$ cat src/rtl/scale_line_fetch_ctrl.sv
// Row scheduler for the scaler: maps each destination row to its bilinear source-row pair and
// keeps those rows resident in a two-slot line buffer, fetching misses over a burst read port.
module scale_line_fetch_ctrl #(
    parameter int unsigned       ADDR_W      = 28,
    parameter logic [ADDR_W-1:0] BASE_ADDR   = '0,
    parameter int unsigned       LINE_STRIDE = 640,
    parameter int unsigned       FLOAT_LEN   = 11
) (
    input  logic              clk,
    input  logic              rstn,
    input  logic              frame_start,
    input  logic              wr_req,
    input  logic [10:0]       dst_row,
    input  logic [14:0]       y_scale,
    input  logic [10:0]       src_v_num,
    input  logic [10:0]       src_h_num,
    output logic              tran_done,
    output logic              top_slot,
    output logic              bot_slot,
    output logic [10:0]       fy,
    output logic              rd_req,
    output logic [ADDR_W-1:0] rd_addr,
    output logic [10:0]       rd_len,
    input  logic              rd_ack,
    input  logic              rd_valid,
    output logic              lb_we,
    output logic              lb_wslot,
    output logic [10:0]       lb_waddr,
    output logic              busy
);

    typedef enum logic [2:0] {
        StIdle,
        StCalc,
        StCheck,
        StFetchReq,
        StFetchData,
        StReady,
        StHold
    } state_e;

    localparam logic [25:0] FracMask = 26'((64'd1 << FLOAT_LEN) - 64'd1);

    state_e            state_q, state_d;
    logic [10:0]       row_a_q, row_a_d;
    logic [10:0]       row_b_q, row_b_d;
    logic [10:0]       fy_calc_q, fy_calc_d;
    logic [10:0]       tag_q [2];
    logic [10:0]       tag_d [2];
    logic [1:0]        tag_valid_q, tag_valid_d;
    logic              victim_q, victim_d;
    logic [10:0]       fetch_row_q, fetch_row_d;
    logic [ADDR_W-1:0] addr_q, addr_d;
    logic [10:0]       len_q, len_d;
    logic [10:0]       cnt_q, cnt_d;
    logic              drain_q, drain_d;
    logic              top_q, top_d;
    logic              bot_q, bot_d;
    logic [10:0]       fy_q, fy_d;

    // Row arithmetic, consumed only in StCalc.
    logic [25:0] prod;
    logic [25:0] sy_ext;
    logic [10:0] v_max;
    logic        clamped;
    logic [10:0] sy;
    logic [10:0] row_b_calc;
    logic [10:0] fy_raw;

    always_comb begin
        prod       = 26'(dst_row) * 26'(y_scale);
        sy_ext     = prod >> FLOAT_LEN;
        v_max      = src_v_num - 11'd1;
        clamped    = sy_ext > 26'(v_max);
        sy         = clamped ? v_max : sy_ext[10:0];
        fy_raw     = clamped ? 11'd0 : 11'(prod & FracMask);
        row_b_calc = (sy < v_max) ? sy + 11'd1 : sy;
    end

    // Residency lookup against the latched row pair.
    logic hit0_a, hit1_a, hit0_b, hit1_b;
    logic hit_a, hit_b;
    logic slot_a, slot_b;
    logic victim;

    always_comb begin
        hit0_a = tag_valid_q[0] && (tag_q[0] == row_a_q);
        hit1_a = tag_valid_q[1] && (tag_q[1] == row_a_q);
        hit0_b = tag_valid_q[0] && (tag_q[0] == row_b_q);
        hit1_b = tag_valid_q[1] && (tag_q[1] == row_b_q);
        hit_a  = hit0_a || hit1_a;
        hit_b  = hit0_b || hit1_b;
        slot_a = !hit0_a;
        slot_b = !hit0_b;
        // Slot 0 is reused unless it holds a row this destination row still needs.
        victim = (!tag_valid_q[0] || ((tag_q[0] != row_a_q) && (tag_q[0] != row_b_q))) ? 1'b0 : 1'b1;
    end

    always_ff @(posedge clk or negedge rstn) begin
        if (!rstn) begin
            state_q <= StIdle;
        end else begin
            state_q <= state_d;
        end
    end

    always_ff @(posedge clk or negedge rstn) begin
        if (!rstn) begin
            row_a_q     <= '0;
            row_b_q     <= '0;
            fy_calc_q   <= '0;
            tag_q       <= '{default: '0};
            tag_valid_q <= '0;
            victim_q    <= 1'b0;
            fetch_row_q <= '0;
            addr_q      <= '0;
            len_q       <= '0;
            cnt_q       <= '0;
            drain_q     <= 1'b0;
            top_q       <= 1'b0;
            bot_q       <= 1'b0;
            fy_q        <= '0;
        end else begin
            row_a_q     <= row_a_d;
            row_b_q     <= row_b_d;
            fy_calc_q   <= fy_calc_d;
            tag_q       <= tag_d;
            tag_valid_q <= tag_valid_d;
            victim_q    <= victim_d;
            fetch_row_q <= fetch_row_d;
            addr_q      <= addr_d;
            len_q       <= len_d;
            cnt_q       <= cnt_d;
            drain_q     <= drain_d;
            top_q       <= top_d;
            bot_q       <= bot_d;
            fy_q        <= fy_d;
        end
    end

    logic        start_fetch;
    logic [10:0] miss_row;

    always_comb begin
        state_d     = state_q;
        row_a_d     = row_a_q;
        row_b_d     = row_b_q;
        fy_calc_d   = fy_calc_q;
        tag_d       = tag_q;
        tag_valid_d = tag_valid_q;
        victim_d    = victim_q;
        fetch_row_d = fetch_row_q;
        addr_d      = addr_q;
        len_d       = len_q;
        cnt_d       = cnt_q;
        drain_d     = drain_q;
        top_d       = top_q;
        bot_d       = bot_q;
        fy_d        = fy_q;
        start_fetch = 1'b0;
        miss_row    = row_a_q;

        unique case (state_q)
            StIdle: begin
                if (wr_req) state_d = StCalc;
            end
            StCalc: begin
                row_a_d   = sy;
                row_b_d   = row_b_calc;
                fy_calc_d = fy_raw;
                state_d   = frame_start ? StIdle : StCheck;
            end
            StCheck: begin
                if (frame_start) begin
                    state_d = StIdle;
                end else if (!hit_a) begin
                    start_fetch = 1'b1;
                    miss_row    = row_a_q;
                end else if (!hit_b) begin
                    start_fetch = 1'b1;
                    miss_row    = row_b_q;
                end else begin
                    top_d   = slot_a;
                    bot_d   = slot_b;
                    fy_d    = fy_calc_q;
                    state_d = StReady;
                end
            end
            StFetchReq: begin
                // A grant wins over frame_start so that an accepted burst is always drained.
                if (rd_ack) begin
                    drain_d = frame_start;
                    state_d = StFetchData;
                end else if (frame_start) begin
                    state_d = StIdle;
                end
            end
            StFetchData: begin
                if (frame_start) drain_d = 1'b1;
                if (rd_valid) begin
                    cnt_d = cnt_q + 11'd1;
                    if (cnt_q == len_q - 11'd1) begin
                        if (drain_q || frame_start) begin
                            state_d = StIdle;
                        end else begin
                            tag_d[victim_q]       = fetch_row_q;
                            tag_valid_d[victim_q] = 1'b1;
                            state_d               = StCheck;
                        end
                    end
                end
            end
            StReady: begin
                state_d = StHold;
            end
            StHold: begin
                if (!wr_req) state_d = StIdle;
            end
            default: begin
                state_d = StIdle;
            end
        endcase

        if (start_fetch) begin
            victim_d              = victim;
            tag_valid_d[victim]   = 1'b0;
            fetch_row_d           = miss_row;
            addr_d                = BASE_ADDR + ADDR_W'(miss_row) * ADDR_W'(LINE_STRIDE);
            len_d                 = src_h_num;
            cnt_d                 = '0;
            drain_d               = 1'b0;
            state_d               = StFetchReq;
        end

        if (frame_start) tag_valid_d = '0;
    end

    logic in_req;
    logic in_data;

    always_comb begin
        in_req    = (state_q == StFetchReq);
        in_data   = (state_q == StFetchData);
        busy      = (state_q != StIdle);
        tran_done = (state_q == StReady);
        top_slot  = top_q;
        bot_slot  = bot_q;
        fy        = fy_q;
        rd_req    = in_req;
        rd_addr   = in_req ? addr_q : '0;
        rd_len    = in_req ? len_q : '0;
        lb_we     = in_data && rd_valid && !drain_q && !frame_start;
        lb_wslot  = in_data ? victim_q : 1'b0;
        lb_waddr  = in_data ? cnt_q : '0;
    end

endmodule

$ cat config.mk
export PLATFORM = sky130hd
export DESIGN_NAME = scale_line_fetch_ctrl
export DESIGN_NICKNAME = d
export VERILOG_FILES = /design/src/rtl/scale_line_fetch_ctrl.sv
export SDC_FILE = /design/constraint.sdc
export NUM_CORES = 1
export LEC_CHECK = 0
export CELL_PAD_IN_SITES_DETAIL_PLACEMENT = 1
export CELL_PAD_IN_SITES_GLOBAL_PLACEMENT = 1
export CORE_UTILIZATION = 30
export DETAILED_ROUTE_END_ITERATION = 8
export PLACE_DENSITY_LB_ADDON = 0.3
export SLEW_MARGIN = 25
export SYNTH_ARGS = -nofsm -noshare
export SYNTH_HDL_FRONTEND = slang
export SYNTH_SLANG_ARGS = --single-unit
$ cat constraint.sdc
create_clock -name clk -period 10.21 [get_ports clk]
set_input_delay 2.042 -clock clk [delete_from_list [all_inputs] [get_ports clk]]
set_output_delay 2.042 -clock clk [all_outputs]
set_load 0.03 [all_outputs]
==> results.json <==
{
  "status": "finished clean",
  "cp-startpoint": "y_scale[4]",
  "clock-sinks": 120,
  "numCtsBuffers": 17,
  "antenna_left": 0,
  "firstDrtPassIters": 4,
  "r2r-start": "row_a_q[1]",
  "grt_first_pass_wirelength_um": 65900,
  "max_freq_mhz": 100,
  "areaGrowthSynthToFinish_pct": 35.4,
  "worst_clock_skew_ns": 0.00682,
  "layout_commonest_cell": "nand2_1",
  "cp-end-kind": "flop",
  "detail_route.wirelength_um": 40100,
  "critical_path.max_fanout": 7,
  "grtUsageTotal_pct": 18.4,
  "drive_gt1_share_pct": 26.4,
  "num_rows": 76,
  "cts-root-buf": "clkbuf_16",
  "final_core_util_pct": 41.4,
  "period_minus_slack_ns": 9.99,
  "cts.path.max_buffers": 2,
  "first_global_vias": 12900,
  "die_x_um": 212,
  "endpoint": "row_b_q[9]",
  "ys_ff_latch": 120,
  "rsz0062_at_grt": "yes",
  "core-area_um2": 43400,
  "worst_slack_ns": 0.218,
  "hp-class": "reg -> reg",
  "r2r_cells": 20,
  "synthFlopType": "dfrtp_1",
  "io_pins": 122,
  "cts_max_level": 4,
  "wl_per_cell_um": 16.7,
  "synth.cell_area_um2": 13300,
  "ys_types": 71,
  "max_cap_viol_count": 0,
  "cts-hold-fix-buffers": 0,
  "drv_slew": 0,
  "drc_errors": 0,
  "final_cell_mix": "nand2_1 (245), buf_4 (208), inv_1 (153)",
  "dpl-instance-area_um2": 16200,
  "dieArea_um2": 45000,
  "fillers": 5066,
  "overflow": 0,
  "relSlewSlack_pct": 39.2,
  "routabilityCongestion": 0.892,
  "n_antenna_cell": 0,
  "fp.dieH_um": 212,
  "ys_async_sr_fraction_pct": 100,
  "clk_pin_slew_ns": 0.06,
  "ys_warn_count": 0,
  "arrival_ns": 10.33,
  "num_vias": 11700,
  "worst_ep_required_time_ns": 10.55,
  "syn_inst": 1513,
  "place_hpwl_um": 31200,
  "antenna_found_initial": 0,
  "ys_seq_area_share_pct": 22.7,
  "place_ws_ns": -0.967,
  "io_buffer_count": 107,
  "crit_type": "in -> reg",
  "critical-path-max-stage-delay_ns": 0.59,
  "drt_iter0_markers": 454,
  "cp_slowest_cell": "fa_1",
  "r2r-end": "addr_q[20]",
  "critPathLaunchType": "input port",
  "start_util_pct": 30.6,
  "cts_tree": "built",
  "final-setup-viol-count": 0,
  "grt_max_degree": 80,
  "reg2reg_slack_ns": 5.33,
  "final_area_um2": 17900,
  "cp_common_cell": "inv_2",
  "fin_nets": 2078,
  "via_per_inst": 4.87,
  "hold_viol": 0,
  "synth_edf_count": 0,
  "whs_ns": 0.467,
  "clkLatencyLatePin_ns": 0.42,
  "worstMarginPinSlew_ns": 0.911,
  "syn_area_per_cell_um2": 8.76,
  "fin_crit_sh_pct": 97.9
}
==> cell families after synthesis <==
group	count (synthesis)	synth area share, %
AO/OA/AOI/OAI	189	9.37
XOR/XNOR	100	6.61
adder cells (fa/ha/maj)	224	27.8
buffers and inverters	254	7.86
flip-flops	120	22.7
multiplexers	58	4.89
other	1	0.0283
AND/OR/NAND/NOR	567	20.8
==> flip-flops by register name, indices dropped and copies added, names as in the netlist <==
register,cells
addr_q,12
bot_slot,1
cnt_q,11
drain_q,1
fetch_row_q,11
fy,11
fy_calc_q,11
len_q,11
row_a_q,11
row_b_q,11
state_q,3
tag_q,22
tag_valid_q,2
top_slot,1
victim_q,1
==> layout make-up <==
type                       instances  area, µm²  share of cell area, %
tap                              585        732                   4.08
clock inverter                    14        175                  0.976
inverter                         172        646                   3.60
multi-input combinational       1152      10100                   56.2
timing repair buffer             337       2870                   16.0
sequential                       120       3000                   16.7
clock buffer                      18        439                   2.45
==> worst min path at each step <==
stage | slack [ns] | depth (start not counted) | end | start
6_report | 0.47 | 2 | addr_q[12] | addr_q[12]
4_1_cts | 0.48 | 2 | addr_q[12] | addr_q[12]
3_3_place_gp | 0.46 | 2 | addr_q[9] | addr_q[9]
3_5_place_dp | 0.46 | 2 | addr_q[12] | addr_q[12]
5_1_grt | 0.50 | 2 | addr_q[16] | addr_q[16]
2_1_floorplan | 0.44 | 2 | addr_q[10] | addr_q[10]
==> timing repair <==
action | 4_1_cts | 5_1_grt
cloned | 2 | 0
resized for setup | 106 | 114
endpoints found under the setup margin | 11 | 11
setup buffers | 30 | 27
pin swaps | 71 | 80
==> routing by layer <==
layer	track usage [%]	routed length [µm]	vias to the layer above	share of wire (%)
met3	2.50	1160	41	2.9
met5	0	0	-	0
met4	3.95	511	0	1.3
li1	-	-	5517	-
met1	24.1	18500	5930	46
met2	31.9	19900	189	50
==> cell usage after synthesis (11+ instances only) <==
cell        n  share of area (%)
nand2_1   263                7.4
inv_1     171                4.8
dfrtp_1   120                 23
fa_1      117                 18
and2_1    112                5.3
ha_1      107                 10
xnor2_1    77                5.1
clkbuf_1   57                1.6
o21ai_0    53                2.0
mux2_2     45                3.8
a21oi_1    44                1.7
nor2_1     40                1.1
nor3_1     34                1.3
nand4_1    32                1.5
nand3_1    27                1.0
xor2_1     23                1.5
buf_4      15               0.85
or3_1      13               0.61
a21o_1     11               0.62
==> stage by stage <==
stage / cells / setup TNS [ns]
after global routing: 2398 / -0.289
final: 2398 / 0
after floorplan: 1526 / 0
after detailed placement: 2307 / -8.78
after CTS: 2371 / 0
after global placement: 2307 / -7.10
==> critical path: cells and delay by family <==
kind            cells  cell delay (ns)
buf+inv             8             0.65
compound gates      9             1.96
simple gates       10             1.87
xor+xnor            1             0.09
mux                 2             0.59
fa+ha+maj           8             3.10
Power is left out: the tool's default activity adds up to more than one toggle a clock period on the data nets, which glitch-free logic cannot reach.
